==> src/rtl/trans_pipe_stage_pkg.sv <==
// Shared payload layout for every pipeline-boundary instance, so each stage
// packs and unpacks the instr/op/operands/writeback fields identically.
package trans_pipe_stage_pkg;

   localparam int INSTR_W = 32;
   localparam int OP_W    = 8;
   localparam int OPND_W  = 32;
   localparam int WE_W    = 1;
   localparam int WADDR_W = 5;
   localparam int WDATA_W = 32;

   localparam int DEFAULT_PAYLOAD_W = INSTR_W + OP_W + 2 * OPND_W + WE_W + WADDR_W + WDATA_W;

   localparam logic [OP_W-1:0] OP_NOP = '0;

   // Field order is MSB-first: instr sits in the top bits of the payload bus.
   typedef struct packed {
      logic [INSTR_W-1:0] instr;
      logic [OP_W-1:0]    op;
      logic [OPND_W-1:0]  op_a;
      logic [OPND_W-1:0]  op_b;
      logic [WE_W-1:0]    we;
      logic [WADDR_W-1:0] waddr;
      logic [WDATA_W-1:0] wdata;
   } payload_t;

   localparam payload_t NOP_DEFAULT = '{
      instr: '0,
      op:    OP_NOP,
      op_a:  '0,
      op_b:  '0,
      we:    '0,
      waddr: '0,
      wdata: '0
   };

endpackage

==> src/rtl/trans_pipe_stage_if.sv <==
// Valid/ready payload channel used on both sides of a pipeline stage.
interface trans_pipe_stage_if
   import trans_pipe_stage_pkg::*;
#(
   parameter int W = DEFAULT_PAYLOAD_W
) ();

   // A beat transfers on a clock edge where valid and ready are both 1.
   // While valid=1 and ready=0 the master holds payload stable; valid must
   // never depend combinationally on ready.
   logic         valid;
   logic         ready;
   logic [W-1:0] payload;

   modport master (output valid, output payload, input ready);
   modport slave  (input valid, input payload, output ready);

endinterface

==> src/rtl/trans_pipe_stage_buf.sv <==
// Circular-buffer storage: one synchronous write port, one asynchronous read port.
module trans_pipe_stage_buf #(
   parameter int WIDTH  = 142,
   parameter int DEPTH  = 2,
   parameter int ADDR_W = 1
) (
   input  logic              clock,
   input  logic              we,
   input  logic [ADDR_W-1:0] waddr,
   input  logic [WIDTH-1:0]  wdata,
   input  logic [ADDR_W-1:0] raddr,
   output logic [WIDTH-1:0]  rdata
);

   // Storage is deliberately not reset; the control logic masks it via count.
   logic [WIDTH-1:0] mem [DEPTH];

   always_ff @(posedge clock) begin
      if (we) begin
         mem[waddr] <= wdata;
      end
   end

   assign rdata = mem[raddr];

endmodule

==> src/rtl/trans_pipe_stage.sv <==
// Elastic pipeline stage: DEPTH-entry circular buffer between two valid/ready
// channels, with flush and bubble (NOP) insertion when empty.
module trans_pipe_stage
   import trans_pipe_stage_pkg::*;
#(
   parameter int                   PAYLOAD_W   = DEFAULT_PAYLOAD_W,
   parameter int                   DEPTH       = 2,
   parameter int                   PIPE_READY  = 1,
   parameter logic [PAYLOAD_W-1:0] NOP_PAYLOAD = PAYLOAD_W'(NOP_DEFAULT)
) (
   input  logic                         clock,
   input  logic                         reset,
   input  logic                         flush,
   trans_pipe_stage_if.slave            in_if,
   trans_pipe_stage_if.master           out_if,
   output logic [$clog2(DEPTH+1)-1:0]   occupancy
);

   localparam int PTR_W = (DEPTH > 1) ? $clog2(DEPTH) : 1;
   localparam int CNT_W = $clog2(DEPTH + 1);
   localparam logic [PTR_W-1:0] LAST_PTR  = PTR_W'(DEPTH - 1);
   localparam logic [CNT_W-1:0] DEPTH_CNT = CNT_W'(DEPTH);
   localparam logic             PIPE_EN   = (PIPE_READY != 0);

   logic [PTR_W-1:0]     rd_ptr;
   logic [PTR_W-1:0]     wr_ptr;
   logic [CNT_W-1:0]     count;
   logic                 full;
   logic                 push;
   logic                 pop;
   logic [PAYLOAD_W-1:0] head;

   assign full         = (count == DEPTH_CNT);
   // When full, a same-cycle pop frees the slot the push lands in.
   assign in_if.ready  = !reset && !flush && (!full || (PIPE_EN && out_if.ready));
   assign out_if.valid = (count != '0);
   assign push         = in_if.valid && in_if.ready;
   assign pop          = out_if.valid && out_if.ready;

   always_ff @(posedge clock) begin
      if (reset || flush) begin
         rd_ptr <= '0;
         wr_ptr <= '0;
         count  <= '0;
      end else begin
         if (push) begin
            wr_ptr <= (wr_ptr == LAST_PTR) ? '0 : wr_ptr + PTR_W'(1);
         end
         if (pop) begin
            rd_ptr <= (rd_ptr == LAST_PTR) ? '0 : rd_ptr + PTR_W'(1);
         end
         if (push && !pop) begin
            count <= count + CNT_W'(1);
         end else if (pop && !push) begin
            count <= count - CNT_W'(1);
         end
      end
   end

   trans_pipe_stage_buf #(
      .WIDTH  (PAYLOAD_W),
      .DEPTH  (DEPTH),
      .ADDR_W (PTR_W)
   ) u_buf (
      .clock (clock),
      .we    (push),
      .waddr (wr_ptr),
      .wdata (in_if.payload),
      .raddr (rd_ptr),
      .rdata (head)
   );

   assign out_if.payload = out_if.valid ? head : NOP_PAYLOAD;
   assign occupancy      = count;

endmodule

==> src/flat_wrapper.sv <==
// flat-port wrapper written by rule: the top's interface ports become plain ports
module trans_pipe_stage_flat import trans_pipe_stage_pkg::*;
#(
   parameter int                   PAYLOAD_W   = DEFAULT_PAYLOAD_W,
   parameter int                   DEPTH       = 2,
   parameter int                   PIPE_READY  = 1,
   parameter logic [PAYLOAD_W-1:0] NOP_PAYLOAD = PAYLOAD_W'(NOP_DEFAULT)
)
  (clock, reset, flush, occupancy, in_if_valid, in_if_payload, in_if_ready, out_if_valid, out_if_payload, out_if_ready);
  trans_pipe_stage_if #(.W((DEFAULT_PAYLOAD_W))) in_if_i ();
  trans_pipe_stage_if #(.W((DEFAULT_PAYLOAD_W))) out_if_i ();
  input  logic clock;
  input  logic reset;
  input  logic flush;
  output logic [$clog2(DEPTH+1)-1:0] occupancy;
  input wire logic [$bits(in_if_i.valid)-1:0] in_if_valid;
  input wire logic [$bits(in_if_i.payload)-1:0] in_if_payload;
  output wire logic [$bits(in_if_i.ready)-1:0] in_if_ready;
  output wire logic [$bits(out_if_i.valid)-1:0] out_if_valid;
  output wire logic [$bits(out_if_i.payload)-1:0] out_if_payload;
  input wire logic [$bits(out_if_i.ready)-1:0] out_if_ready;
  assign in_if_i.valid = in_if_valid;
  assign in_if_i.payload = in_if_payload;
  assign in_if_ready = in_if_i.ready;
  assign out_if_valid = out_if_i.valid;
  assign out_if_payload = out_if_i.payload;
  assign out_if_i.ready = out_if_ready;
  trans_pipe_stage #(.PAYLOAD_W(PAYLOAD_W), .DEPTH(DEPTH), .PIPE_READY(PIPE_READY), .NOP_PAYLOAD(NOP_PAYLOAD)) u_core (.clock(clock), .reset(reset), .flush(flush), .in_if(in_if_i), .out_if(out_if_i), .occupancy(occupancy));
endmodule
==> config.mk <==
export PLATFORM = sky130hd
export DESIGN_NAME = trans_pipe_stage_flat
export DESIGN_NICKNAME = d
export VERILOG_FILES = /design/src/rtl/trans_pipe_stage_pkg.sv /design/src/rtl/trans_pipe_stage_if.sv /design/src/rtl/trans_pipe_stage_buf.sv /design/src/rtl/trans_pipe_stage.sv /design/src/flat_wrapper.sv
export SDC_FILE = /design/constraint.sdc
export NUM_CORES = 1
export LEC_CHECK = 0
export BUFFER_PORTS_ARGS = -buffer_cell sky130_fd_sc_hd__buf_2
export CORE_ASPECT_RATIO = 0.9
export CORE_MARGIN = 2
export CORE_UTILIZATION = 35
export CTS_CLUSTER_DIAMETER = 100
export DETAILED_ROUTE_END_ITERATION = 10
export SETUP_SLACK_MARGIN = 0.15
export SYNTH_ARGS = -nofsm -noshare
export SYNTH_HDL_FRONTEND = slang
export SYNTH_SLANG_ARGS = --single-unit
==> constraint.sdc <==
create_clock -name clock -period 10.55 [get_ports clock]
set_input_delay 1.055 -clock clock [delete_from_list [all_inputs] [get_ports clock]]
set_output_delay 1.055 -clock clock [all_outputs]
set_load 0.05 [all_outputs]
==> summary.md, run 1 <==
| Metric | Value |
|---|---|
| Setup crit end kind | primary output |
| Area occupied by multi-input gates | 0.00211 mm² |
| Final Critical Period | 4.11 ns |
| Overall Power | 2.44 mW |
| Hold_sp | u_core.wr_ptr |
| WL met1 | 9570 µm |
| Leakage Power | 5.01 nW |
| R2r startpoint | u_core.occupancy[0] |
| #FFs+latches synth | 289 |
| Worst reg2reg setup slack | 7.31 ns |
| Cell count of the worst hold path | 2 |
| Clk sinks | 289 |
| Critical Path RT | 9.50 ns |
| Site Rows | 61 |
| Syn_area_per_cell | 17.6 µm² |
| Iteration-0 DRC Markers | 329 |
| NetSw | 0.546 mW |
| Dpl ws | 6.59 ns |
| Register area | 0.00863 mm² |
| Vias in the first global route | 6,163 |
| Layout cell share with drive strength beyond 1 | 36.1% |
| WHS Endpoint | u_core.wr_ptr |
| Overflow after GRT | 0 |
| Setup bufs post-CTS | 0 |
| Met3 WL | 1760 µm |
| GRT Total Usage | 13.1% |
| Outcome | finished, final reports clean |
| Multiplexer share of the synthesized area | 13.0% |
| Die Span X | 191 µm |
| CTS Buffer Depth | 3 |
| TNS Setup | 0 ns |
| Final hold vios | 0 |
| RD Place Congestion | 0.736 |
| Vias/cell | 4.53 |
| Synthesized-area fraction occupied by adder cells | 0.114% |
| CP max FO | 55 |
| Area share of xor/xnor cells in the synthesized design | 0.240% |
| Drt wl/cell | 16.7 µm |
| Netlist cell types | 21 |
| Slew @ Worst Pin | 1.06 ns |
| Ranking of synthesized cells by area | edfxtp_1, mux2i_1, nor2_1 |
| Largest net degree at the start of global routing | 76 |
| Total core area | 0.0309 mm² |
| Syn Inst Count | 625 |
| First-pass GRT wire length | 33,500 µm |
| Placed cells | 1,303 |
| Total number of vias | 6,144 |
| Dominant cell type by area after synthesis | edfxtp_1 |
| TritonCTS clock tree | done |
| Largest family of logic cells by synthesized area | multiplexers |
| FF-to-FF path depth | 5 |
| Total CTS buffers | 30 |
| Final Slew Violations | 0 |
| Worst path slowest cell | dfxtp_4 |
| Final #Nets | 1,074 |
| RSZ-0062 raised after global routing | no |
| Crit Path Class | reg2out |
| Die Y | 172 µm |
| Synth Area in Simple Gates | 5.53% |
| Number of H-tree levels | 1 |
| CTS Root Buffer Type | clkbuf_16 |
| Crit-path cells | buf_4 -> mux2i_1 -> nor2_1 -> buf_2 |
| PwrDens | 179 mW/mm² |
| Comb pwr share | 7.9% |
| Mapped Nets | 773 |
| DRC | 0 |
| Number of top-level pins | 293 |
| Starting Density | 35.5% |
| Detail Route Antenna Nets | 0 |
| Synthesized cell area | 0.0110 mm² |
| Hold Crit Class | reg2reg |
| VDD IR-drop max | 0.000128 V |
| # fillers | 2,808 |
| Area Growth Syn to Fin | 24.6% |
| Reg2reg end | u_core.u_buf.mem[1][25] |
| Max_cap viols | 0 |
| Final wirelength | 22,600 µm |
| Hold buffers post-CTS | 0 |
| Total number of yosys warnings | 0 |
| Worst slew margin | 29.2% |
| Fin cells | 1,356 |
| Clock share of power | 39.1% |
| Slowest stage delay, CP | 0.88 ns |
| Worst Skew | 0.0115 ns |
| P_int | 1.90 mW |
| Sequential share of power | 53.0% |
| Final setup violation count | 0 |
| CP arrival | 3.06 ns |
| Fmax | 243 MHz |
| Met2 WL | 10,700 µm |
| Sw frac | 22.4% |
| TritonRoute pass-1 iters | 4 |
| DPL Wire Length | 14,200 µm |
| Post-CTS Resized | 0 |
| Port Buf Inserts | 292 |
| Clock Latency Late Sink | 0.54 ns |
| Post-synthesis sequential area ratio | 78.7% |
| Startpoint Class | flip-flop |
| Highest Signal Layer | met5 |
| Die area | 0.0328 mm² |
| Slack of the critical path | 6.44 ns |
| Tcrit/Tclk final | 39.0% |
| Clock slew at reported path FFs | 0.06 ns |
| Post-synthesis compound-gate area fraction | 0.160% |
| Area share of the largest cell type after synthesis | 77.7% |
| Initial antenna violation count | 4 |
[layout make-up]
class	instances	share of cell area, %
sequential	289	63.2
tap	409	3.74
inverter	1	0.0275
clock buffer	42	5.98
antenna	2	0.0366
clock inverter	9	0.476
multi-input combinational	304	15.4
timing repair buffer	300	11.1
[sequential cells by signal, summed over array words and instances, names as in the netlist, named ones only]
signal	count
u_core.occupancy	2
u_core.rd_ptr	1
u_core.u_buf.mem	284
u_core.wr_ptr	1
[placed cells by master (no fill, tap or decap), drive strengths merged, types with 2 or more instances in the layout]
cell type  instances
o21ai              2
diode              2
nor2             144
edfxtp           284
xor2               3
nor3               4
clkbuf            42
buf              300
mux2i            143
clkinv             8
dfxtp              5
[logic make-up (layout without fill, tap and decap cells)]
family / count (synthesis) / in the layout
AOI/OAI and AO/OA: 3 / 3
xor gates and xnor gates: 3 / 3
other: 0 / 2
adders and majority gates: 1 / 1
buffers and inverters: 32 / 352
DFF: 289 / 289
and+or+nand+nor: 154 / 154
muxes: 143 / 143
[per-layer routing]
layer,up-vias,global-route usage [%]
li1,2927,-
met1,2961,16.7
met2,215,21.7
met3,39,4.16
met4,2,3.67
met5,-,0
[power by group through the flow]
stage               sequential, mW  clock (mW)  combinational, mW
floorplan                     1.32           0              0.127
global placement              1.32           0              0.193
detailed placement            1.32           0              0.195
CTS                           1.29       0.987              0.196
global route                  1.30        1.03              0.207
finish                        1.29       0.954              0.193
[worst max path at each step]
stage	start	endpoint	slack (ns)	depth (start not counted)
finish	flip-flop	out_if_payload[109]	6.44	4
global placement	flush	u_core.u_buf.mem[1][32]	6.61	6
detailed placement	flush	u_core.u_buf.mem[1][45]	6.59	6
global route	flip-flop	out_if_payload[0]	6.26	4
CTS	flip-flop	out_if_payload[0]	6.36	4
floorplan	flush	u_core.u_buf.mem[0][0]	2.23	3
[critical path: cells and delay by family, from the launching register on]
kind	cells	cell delay, ns
buffers and inverters	2	1.08
multiplexers	1	0.36
flip-flops	1	0.88
AND/OR/NAND/NOR	1	0.07
[Yosys cell counts]
| library cell | count |
|---|---|
| edfxtp_1 | 284 |
| mux2i_1 | 143 |
| nor2_1 | 143 |
| buf_4 | 13 |
| buf_6 | 9 |
| buf_2 | 8 |
| dfxtp_1 | 5 |
| nor3_1 | 4 |
| xor2_1 | 3 |
| o21ai_0 | 2 |
| a21boi_1 | 1 |
| and2_1 | 1 |
| and3b_1 | 1 |
| clkbuf_1 | 1 |
| ha_1 | 1 |
| inv_1 | 1 |
| nand2_1 | 1 |
| nor2_2 | 1 |
| nor2b_1 | 1 |
| nor3b_2 | 1 |
| or3_1 | 1 |
[per-stage QoR]
| step | cell area [µm²] | utilization [%] | hold slack (ns) |
|---|---|---|---|
| after floorplan | 11000 | - | 0.451 |
| after global placement | 12800 | 41.3 | 0.513 |
| after detailed placement | 12800 | 41.3 | 0.512 |
| final | 13700 | 44.2 | 0.516 |
| after global routing | 13700 | 44.2 | 0.571 |
| after CTS | 13700 | 44.2 | 0.520 |
Note: power is estimated with default switching activity, not from simulation.
==> inputs of run 2 (changes only) <==
--- a/config.mk
+++ b/config.mk
@@ -5,6 +5,7 @@
 export SDC_FILE = /design/constraint.sdc
 export NUM_CORES = 1
 export LEC_CHECK = 0
+export ABC_AREA = 1
 export BUFFER_PORTS_ARGS = -buffer_cell sky130_fd_sc_hd__buf_2
 export CORE_ASPECT_RATIO = 0.9
 export CORE_MARGIN = 2
==> constraint.sdc (replaced) <==
create_clock -name clock -period 3.9 [get_ports clock]
set_input_delay 0.39 -clock clock [delete_from_list [all_inputs] [get_ports clock]]
set_output_delay 0.39 -clock clock [all_outputs]
set_load 0.05 [all_outputs]
==> run 2 against run 1 <==
Combinational power grew to 3.3 times the previous value. Worst hold slack lost 0.49 ns. Clock-buffer cell count shrank 4. Register-to-register slack lost 5.4 ns. Global-route usage grew 1.9 points. Via count grew 21%. Clock skew grew 0.0048 ns. Sequential power grew to 2.7 times the previous value. Synthesized cell count grew 28%. Critical path depth grew 1. Setup slack lost 5.4 ns. Critical endpoint is now out_if_payload[55]. Highest routed layer is now met4.
==> summary.md, run 2 <==
| Metric | Value |
|---|---|
| Most flop-heavy register | u_core.u_buf.mem (unchanged) |
| Slew @ Worst Pin | 0.692 ns (was 1.06 ns) |
| Post-CTS Resized | 0 (unchanged) |
| Port Buf Inserts | 292 (unchanged) |
| Vias/cell | 4.58 (was 4.53) |
| Dominant cell type by area after synthesis | edfxtp_1 (unchanged) |
| TritonRoute pass-1 iters | 4 (unchanged) |
| R2r startpoint | u_core.occupancy[0] (unchanged) |
| RSZ-0062 raised after global routing | no (unchanged) |
| Number of synthesized flops with an enable pin | 284 (unchanged) |
| Overflow after GRT | 0 (unchanged) |
| Register area | 0.00863 mm² (unchanged) |
| Starting Density | 35.4% (was 35.5%) |
| Total CTS buffers | 30 (unchanged) |
| CTS Root Buffer Type | clkbuf_16 (unchanged) |
| PwrDens | 466 mW/mm² (was 179 mW/mm²) |
| Final Slew Violations | 0 (unchanged) |
| Worst slew margin | 53.8% (was 29.2%) |
| Final wirelength | 26,100 µm (was 22,600 µm) |
| Bufs and invs on worst path | 3 (was 2) |
| Ranking of synthesized cells by area | edfxtp_1, nand2_1, a21oi_2 (was edfxtp_1, mux2i_1, nor2_1) |
| Tcrit/Tclk final | 72.6% |
| Vias in the first global route | 7,647 (was 6,163) |
| Die area | 0.0336 mm² (was 0.0328 mm²) |
| Critical Path RT | 3.51 ns (was 9.50 ns) |
| Worst Skew | 0.0163 ns (was 0.0115 ns) |
| DRC | 0 (unchanged) |
| Setup crit end kind | primary output (unchanged) |
| Detail Route Antenna Nets | 0 (unchanged) |
| Die Span X | 193 µm (was 191 µm) |
| Fmax | 353 MHz |
| Iteration-0 DRC Markers | 453 (was 329) |
| Die Y | 174 µm (was 172 µm) |
| Reg2reg end | u_core.u_buf.mem[1][70] (was u_core.u_buf.mem[1][25]) |
| Slowest stage delay, CP | 0.45 ns (was 0.88 ns) |
| Post-synthesis sequential area ratio | 76.7% (was 78.7%) |
| #FFs+latches synth | 289 (unchanged) |
| Total number of vias | 7,412 (was 6,144) |
| Clk sinks | 289 (unchanged) |
| Crit-path cells | inv_4 -> buf_12 -> nand2_1 -> a21oi_1 -> buf_2 (was buf_4 -> mux2i_1 -> nor2_1 -> buf_2) |
| Initial antenna violation count | 1 (was 4) |
| Worst reg2reg setup slack | 1.90 ns (was 7.31 ns) |
| Synthesized cell area | 0.0113 mm² (was 0.0110 mm²) |
| Hold_sp | in_if_payload[64] (was u_core.wr_ptr) |
| Most common cell in the netlist | nand2_1 (was edfxtp_1) |
| Hold WS | 0.0281 ns (was 0.516 ns) |
| Outcome | finished, final reports clean (unchanged) |
| TNS Setup | 0 ns (unchanged) |
| VDD IR-drop max | 0.000345 V (was 0.000128 V) |
| Area share of the largest cell type after synthesis | 75.8% (was 77.7%) |
| CP top delay family | buffers and inverters (unchanged) |
| Clock slew at reported path FFs | 0.06 ns (about the same) |
| CTS Buffer Depth | 3 (unchanged) |
| Syn_area_per_cell | 14.1 µm² (was 17.6 µm²) |
| Largest net degree at the start of global routing | 143 (was 76) |
| CP arrival | 2.44 ns (was 3.06 ns) |
| Hold Crit Class | in2reg (was reg2reg) |
| WHS Endpoint | u_core.u_buf.mem[0][64] (was u_core.wr_ptr) |
| Area Growth Syn to Fin | 32.9% (was 24.6%) |
| Final core occ | 47.0% (was 44.2%) |
| Most frequent cells in the layout | buf_2, nand2_1, edfxtp_1 (was buf_2, edfxtp_1, nor2_1, mux2i_1, clkbuf_16) |
| Async SR Flop Fraction | 0% (unchanged) |
| Max_cap viols | 0 (unchanged) |
| Overall Power | 6.97 mW (was 2.44 mW) |
| TritonCTS clock tree | done (unchanged) |
| Netlist cell types | 19 (was 21) |
| GRT Total Usage | 15.0% (was 13.1%) |
| CP max FO | 97 (was 55) |
| RD Place Congestion | 0.771 (was 0.736) |
| Commonest cells post-synth | nand2_1, edfxtp_1, a21oi_2, a21oi_1 (was edfxtp_1, mux2i_1, nor2_1, buf_4, buf_6) |
| Number of top-level pins | 293 (unchanged) |
| Worst path slowest cell | buf_12 (was dfxtp_4) |
| Layout cell share with drive strength beyond 1 | 36.3% (was 36.1%) |
| FF-to-FF path depth | 5 (unchanged) |
| Number of H-tree levels | 1 (unchanged) |
| Total number of yosys warnings | 0 (unchanged) |
| Leakage Power | 5.83 nW (was 5.01 nW) |
| Mapped Nets | 945 (was 773) |
| Syn Inst Count | 797 (was 625) |
| Final Critical Period | 2.83 ns |
| Most common cell after layout, fill and taps aside | buf_2 (unchanged) |
| Final hold vios | 0 (unchanged) |
| Slack of the critical path | 1.07 ns (was 6.44 ns) |
| DPL Wire Length | 15,500 µm (was 14,200 µm) |
| Drt wl/cell | 16.1 µm (was 16.7 µm) |
| Total core area | 0.0318 mm² (was 0.0309 mm²) |
| Top FF cell, synth | edfxtp_1 (unchanged) |
| Startpoint Class | flip-flop (unchanged) |
| Final setup violation count | 0 (unchanged) |
| First-pass GRT wire length | 40,000 µm (was 33,500 µm) |
| Dpl ws | 1.61 ns (was 6.59 ns) |
| Area occupied by multi-input gates | 0.00221 mm² (was 0.00211 mm²) |
| Final #Nets | 1,325 (was 1,074) |
| Flip-flop count of the largest register after layout | 284 (unchanged) |
| Site Rows | 62 (was 61) |
| # fillers | 2,877 (was 2,808) |
| Clock Latency Late Sink | 0.55 ns (was 0.54 ns) |
| Crit Path Class | reg2out (unchanged) |
| Cell count of the worst hold path | 1 (was 2) |
run 2: cell types whose count changed in the layout (fill, tap and decap cells not counted), moves of 4 or more:
cell,before,now
clkbuf_1,11,7
nor3_1,4,0
buf_4,8,4
nand2_1,1,291
mux2i_1,143,0
a21oi_2,0,80
nor2_1,143,2
inv_1,1,8
a21oi_1,0,65
buf_12,0,7
dlygate4sd3_1,0,91
run 2: worst max-delay path by stage:
stage / start / end / slack [ns] / cells after the start
after floorplan: u_core.occupancy[0] / u_core.u_buf.mem[0][0] / 0.29 / 4
after global placement: flush / u_core.u_buf.mem[1][31] / 1.60 / 5
after detailed placement: flush / u_core.u_buf.mem[1][31] / 1.61 / 5
after CTS: flip-flop / out_if_payload[55] / 1.02 / 5
after global routing: flip-flop / out_if_payload[48] / 0.91 / 5
final: flip-flop / out_if_payload[55] / 1.07 / 5
run 2: logic make-up after synthesis:
family / after synthesis / share of synthesized area (%)
AND/OR/NAND/NOR: 300 / 10.2
flip-flops: 289 / 76.7
AO/OA/AOI/OAI: 148 / 9.27
buffers and inverters: 59 / 3.79
adder cells (fa/ha/maj): 1 / 0.111
run 2: where the power goes:
| group | internal, mW | switching (mW) | total [mW] |
|---|---|---|---|
| Combinational | 0.200 | 0.437 | 0.636 |
| Sequential | 3.47 | 0.0124 | 3.48 |
| Clock | 1.71 | 1.14 | 2.85 |
run 2: metal layers:
metal,routed length (µm),vias to the layer above,GRT usage [%]
li1,-,3574,-
met1,10700,3544,18.8
met2,12200,259,24.5
met3,2540,35,5.35
met4,604,0,3.88
met5,0,-,0
run 2: through the flow:
step                      instance area [µm²]  std cells
final                                   15000       1617
after global routing                    14900       1616
after CTS                               14900       1616
after detailed placement                13100       1470
after global placement                  13100       1470
after floorplan                         11300        797
run 2: repair_timing:
item                                   in CTS  in global routing
hold buffers                               91                  0
setup buffers                               0                  0
endpoints found under the hold margin     179                  0
run 2: area by class of cell:
cell class / instances / area share, %
Clock inverter: 17 / 1.25
Sequential cell: 289 / 57.7
Antenna cell: 1 / 0.0167
Inverter: 13 / 0.402
Timing Repair Buffer: 394 / 17.0
Clock buffer: 38 / 5.36
Tap cell: 416 / 3.48
Multi-Input combinational cell: 449 / 14.8
==> inputs of run 3 (changes only) <==
==> constraint.sdc (replaced) <==
create_clock -name clock -period 2.87 [get_ports clock]
set_input_delay 0.287 -clock clock [delete_from_list [all_inputs] [get_ports clock]]
set_output_delay 0.287 -clock clock [all_outputs]
set_load 0.05 [all_outputs]
==> run 3 against run 2 <==
Global-route usage grew 0.47 points. Total power grew 40%. Core utilization grew 2.4 points. Setup slack lost 0.63 ns. Final cell count grew 4.0%. Clock-buffer cell count grew 2. Combinational power grew 48%. Critical path type unchanged. Clock power grew 44%. Design area grew 5.1%.
==> summary.md, run 3 (synthesized netlist as in run 2, its figures left out) <==
| Metric | Value |
|---|---|
| Final setup violation count | 0 (unchanged) |
| Final wirelength | 26,400 µm (was 26,100 µm) |
| Bufs and invs on worst path | 3 (unchanged) |
| TritonCTS clock tree | done (unchanged) |
| Critical Path RT | 2.58 ns (was 3.51 ns) |
| Flip-flop count of the largest register after layout | 284 (unchanged) |
| Clock Latency Late Sink | 0.51 ns (was 0.55 ns) |
| Worst slew margin | 52.2% (was 53.8%) |
| FF-to-FF path depth | 6 (was 5) |
| Worst reg2reg setup slack | 1.14 ns (was 1.90 ns) |
| Number of top-level pins | 293 (unchanged) |
| Hold_sp | flush (was in_if_payload[64]) |
| Total CTS buffers | 34 (was 30) |
| DRC | 0 (unchanged) |
| Port Buf Inserts | 292 (unchanged) |
| TritonRoute pass-1 iters | 5 (was 4) |
| Layout cell share with drive strength beyond 1 | 35.8% (was 36.3%) |
| VDD IR-drop max | 0.000483 V (was 0.000345 V) |
| Starting Density | 35.4% (unchanged) |
| Crit Path Class | reg2out (unchanged) |
| Dpl ws | 0.878 ns (was 1.61 ns) |
| RD Place Congestion | 0.745 (was 0.771) |
| Total number of vias | 7,554 (was 7,412) |
| Overflow after GRT | 0 (unchanged) |
| Iteration-0 DRC Markers | 320 (was 453) |
| Reg2reg end | u_core.u_buf.mem[0][97] (was u_core.u_buf.mem[1][70]) |
| Final Critical Period | 2.43 ns |
| R2r startpoint | u_core.occupancy[0] (unchanged) |
| Die Y | 174 µm (unchanged) |
| Initial antenna violation count | 0 (was 1) |
| CTS Root Buffer Type | clkbuf_16 (unchanged) |
| TNS Setup | 0 ns (unchanged) |
| Leakage Power | 6.15 nW (was 5.83 nW) |
| Final Slew Violations | 0 (unchanged) |
| Worst path slowest cell | buf_4 (was buf_12) |
| Slew @ Worst Pin | 0.717 ns (was 0.692 ns) |
| Total core area | 0.0318 mm² (unchanged) |
| Grt met2 use | 26.1% (was 24.5%) |
| Most flop-heavy register | u_core.u_buf.mem (unchanged) |
| RSZ-0062 raised after global routing | no (unchanged) |
| Drt wl/cell | 15.7 µm (was 16.1 µm) |
| Final #Nets | 1,390 (was 1,325) |
| Clk sinks | 289 (unchanged) |
| Outcome | finished, final reports clean (unchanged) |
| GR Util met3 | 5.45% (was 5.35%) |
| Vias in the first global route | 7,854 (was 7,647) |
| Met1 Track Usage GR | 18.3% (was 18.8%) |
| WHS Endpoint | u_core.wr_ptr (was u_core.u_buf.mem[0][64]) |
| Crit-path cells | inv_4 -> buf_4 -> nand2_1 -> a21oi_2 -> buf_2 (was inv_4 -> buf_12 -> nand2_1 -> a21oi_1 -> buf_2) |
| CTS Buffer Depth | 3 (unchanged) |
| CP arrival | 2.15 ns (was 2.44 ns) |
| ANT cells | 0 (was 1) |
| Fmax | 411 MHz |
| Vias/cell | 4.49 (was 4.58) |
| Hold WS | 0.0752 ns (was 0.0281 ns) |
| Startpoint Class | flip-flop (unchanged) |
| Busiest grt layer | met2 (unchanged) |
| Clock slew at reported path FFs | 0.06 ns (about the same) |
| Area Growth Syn to Fin | 39.6% (was 32.9%) |
| Tcrit/Tclk final | 84.8% |
| Die Span X | 193 µm (unchanged) |
| Max_cap viols | 0 (unchanged) |
| CP max FO | 29 (was 97) |
| PwrDens | 621 mW/mm² (was 466 mW/mm²) |
| Most frequent cells in the layout | nand2_1, buf_2, edfxtp_1 (was buf_2, nand2_1, edfxtp_1) |
| Worst Skew | 0.0127 ns (was 0.0163 ns) |
| DPL Wire Length | 16,000 µm (was 15,500 µm) |
| Site Rows | 62 (unchanged) |
| CP top delay family | buffers and inverters (unchanged) |
| Slack of the critical path | 0.436 ns (was 1.07 ns) |
| Setup crit end kind | primary output (unchanged) |
| GRT Total Usage | 15.4% (was 15.0%) |
| Die area | 0.0336 mm² (unchanged) |
| Detail Route Antenna Nets | 0 (unchanged) |
| Largest net degree at the start of global routing | 143 (unchanged) |
| Post-CTS Resized | 0 (unchanged) |
| Fin cells | 1,681 (was 1,617) |
| Final hold vios | 0 (unchanged) |
| First-pass GRT wire length | 40,600 µm (was 40,000 µm) |
| Placed cells | 1,480 (was 1,470) |
| Hold Crit Class | in2reg (unchanged) |
| Number of H-tree levels | 2 (was 1) |
| Slowest stage delay, CP | 0.38 ns (was 0.45 ns) |
| Cell count of the worst hold path | 4 (was 1) |
==> run 3: changes by cell type in the layout (fill, tap and decap cells not counted), moves of 3 or more <==
cell / before / now
clkinv_1: 4 / 7
buf_4: 4 / 9
dlygate4sd3_1: 91 / 142
clkbuf_16: 31 / 35
buf_12: 7 / 13
==> run 3: timing repair <==
item / CTS / global route
hold endpoints to repair: 284 / 0
hold buffers: 142 / 0
buffers inserted: 0 / 0
==> run 3: worst reg2reg max path, stage by stage, from the launching register on <==
cell and delay (ns):
dfxtp_4 0.36, inv_4 0.05, nand3_2 0.08, nand3_2 0.11, nor2_4 0.39, buf_12 0.23, buf_12 0.20
==> run 3: area by class of cell <==
| class | count | area [µm²] |
|---|---|---|
| sequential | 289 | 8640 |
| multi-input combinational | 449 | 2220 |
| fill | 2796 | 16100 |
| clock buffer | 40 | 895 |
| clock inverter | 19 | 170 |
| tap | 416 | 520 |
| timing repair buffer | 455 | 3210 |
| inverter | 13 | 62.6 |
==> run 3: power breakdown <==
part           switching, mW  leakage (nW)  total (mW)  internal [mW]
sequential            0.0171          2.62        4.73           4.72
combinational          0.608          3.01       0.943          0.335
clock                   1.60         0.519        4.09           2.49
==> run 3: stage by stage <==
stage | utilization [%] | power (mW) | cell area [µm²]
global route | 49.4 | 10.1 | 15700
CTS | 49.4 | 9.89 | 15700
detailed placement | 41.6 | 5.61 | 13200
global placement | 41.6 | 5.60 | 13200
finish | 49.4 | 9.76 | 15700
floorplan | - | 5.34 | 11300
==> run 3: worst max-delay path by stage <==
stage	start	end	slack, ns	cells after the start
final	flip-flop	out_if_payload[93]	0.44	5
after global routing	flip-flop	out_if_payload[93]	0.30	5
after CTS	flip-flop	out_if_payload[108]	0.37	5
after detailed placement	flush	u_core.u_buf.mem[0][87]	0.88	5
after global placement	flush	u_core.u_buf.mem[0][73]	0.92	5
after floorplan	u_core.occupancy[0]	u_core.u_buf.mem[0][0]	-0.37	4
==> run 3: layer usage <==
metal | vias up | routed length [µm]
met3 | 41 | 2440
met4 | 0 | 558
li1 | 3707 | -
met1 | 3539 | 10600
met5 | - | 0
met2 | 267 | 12700
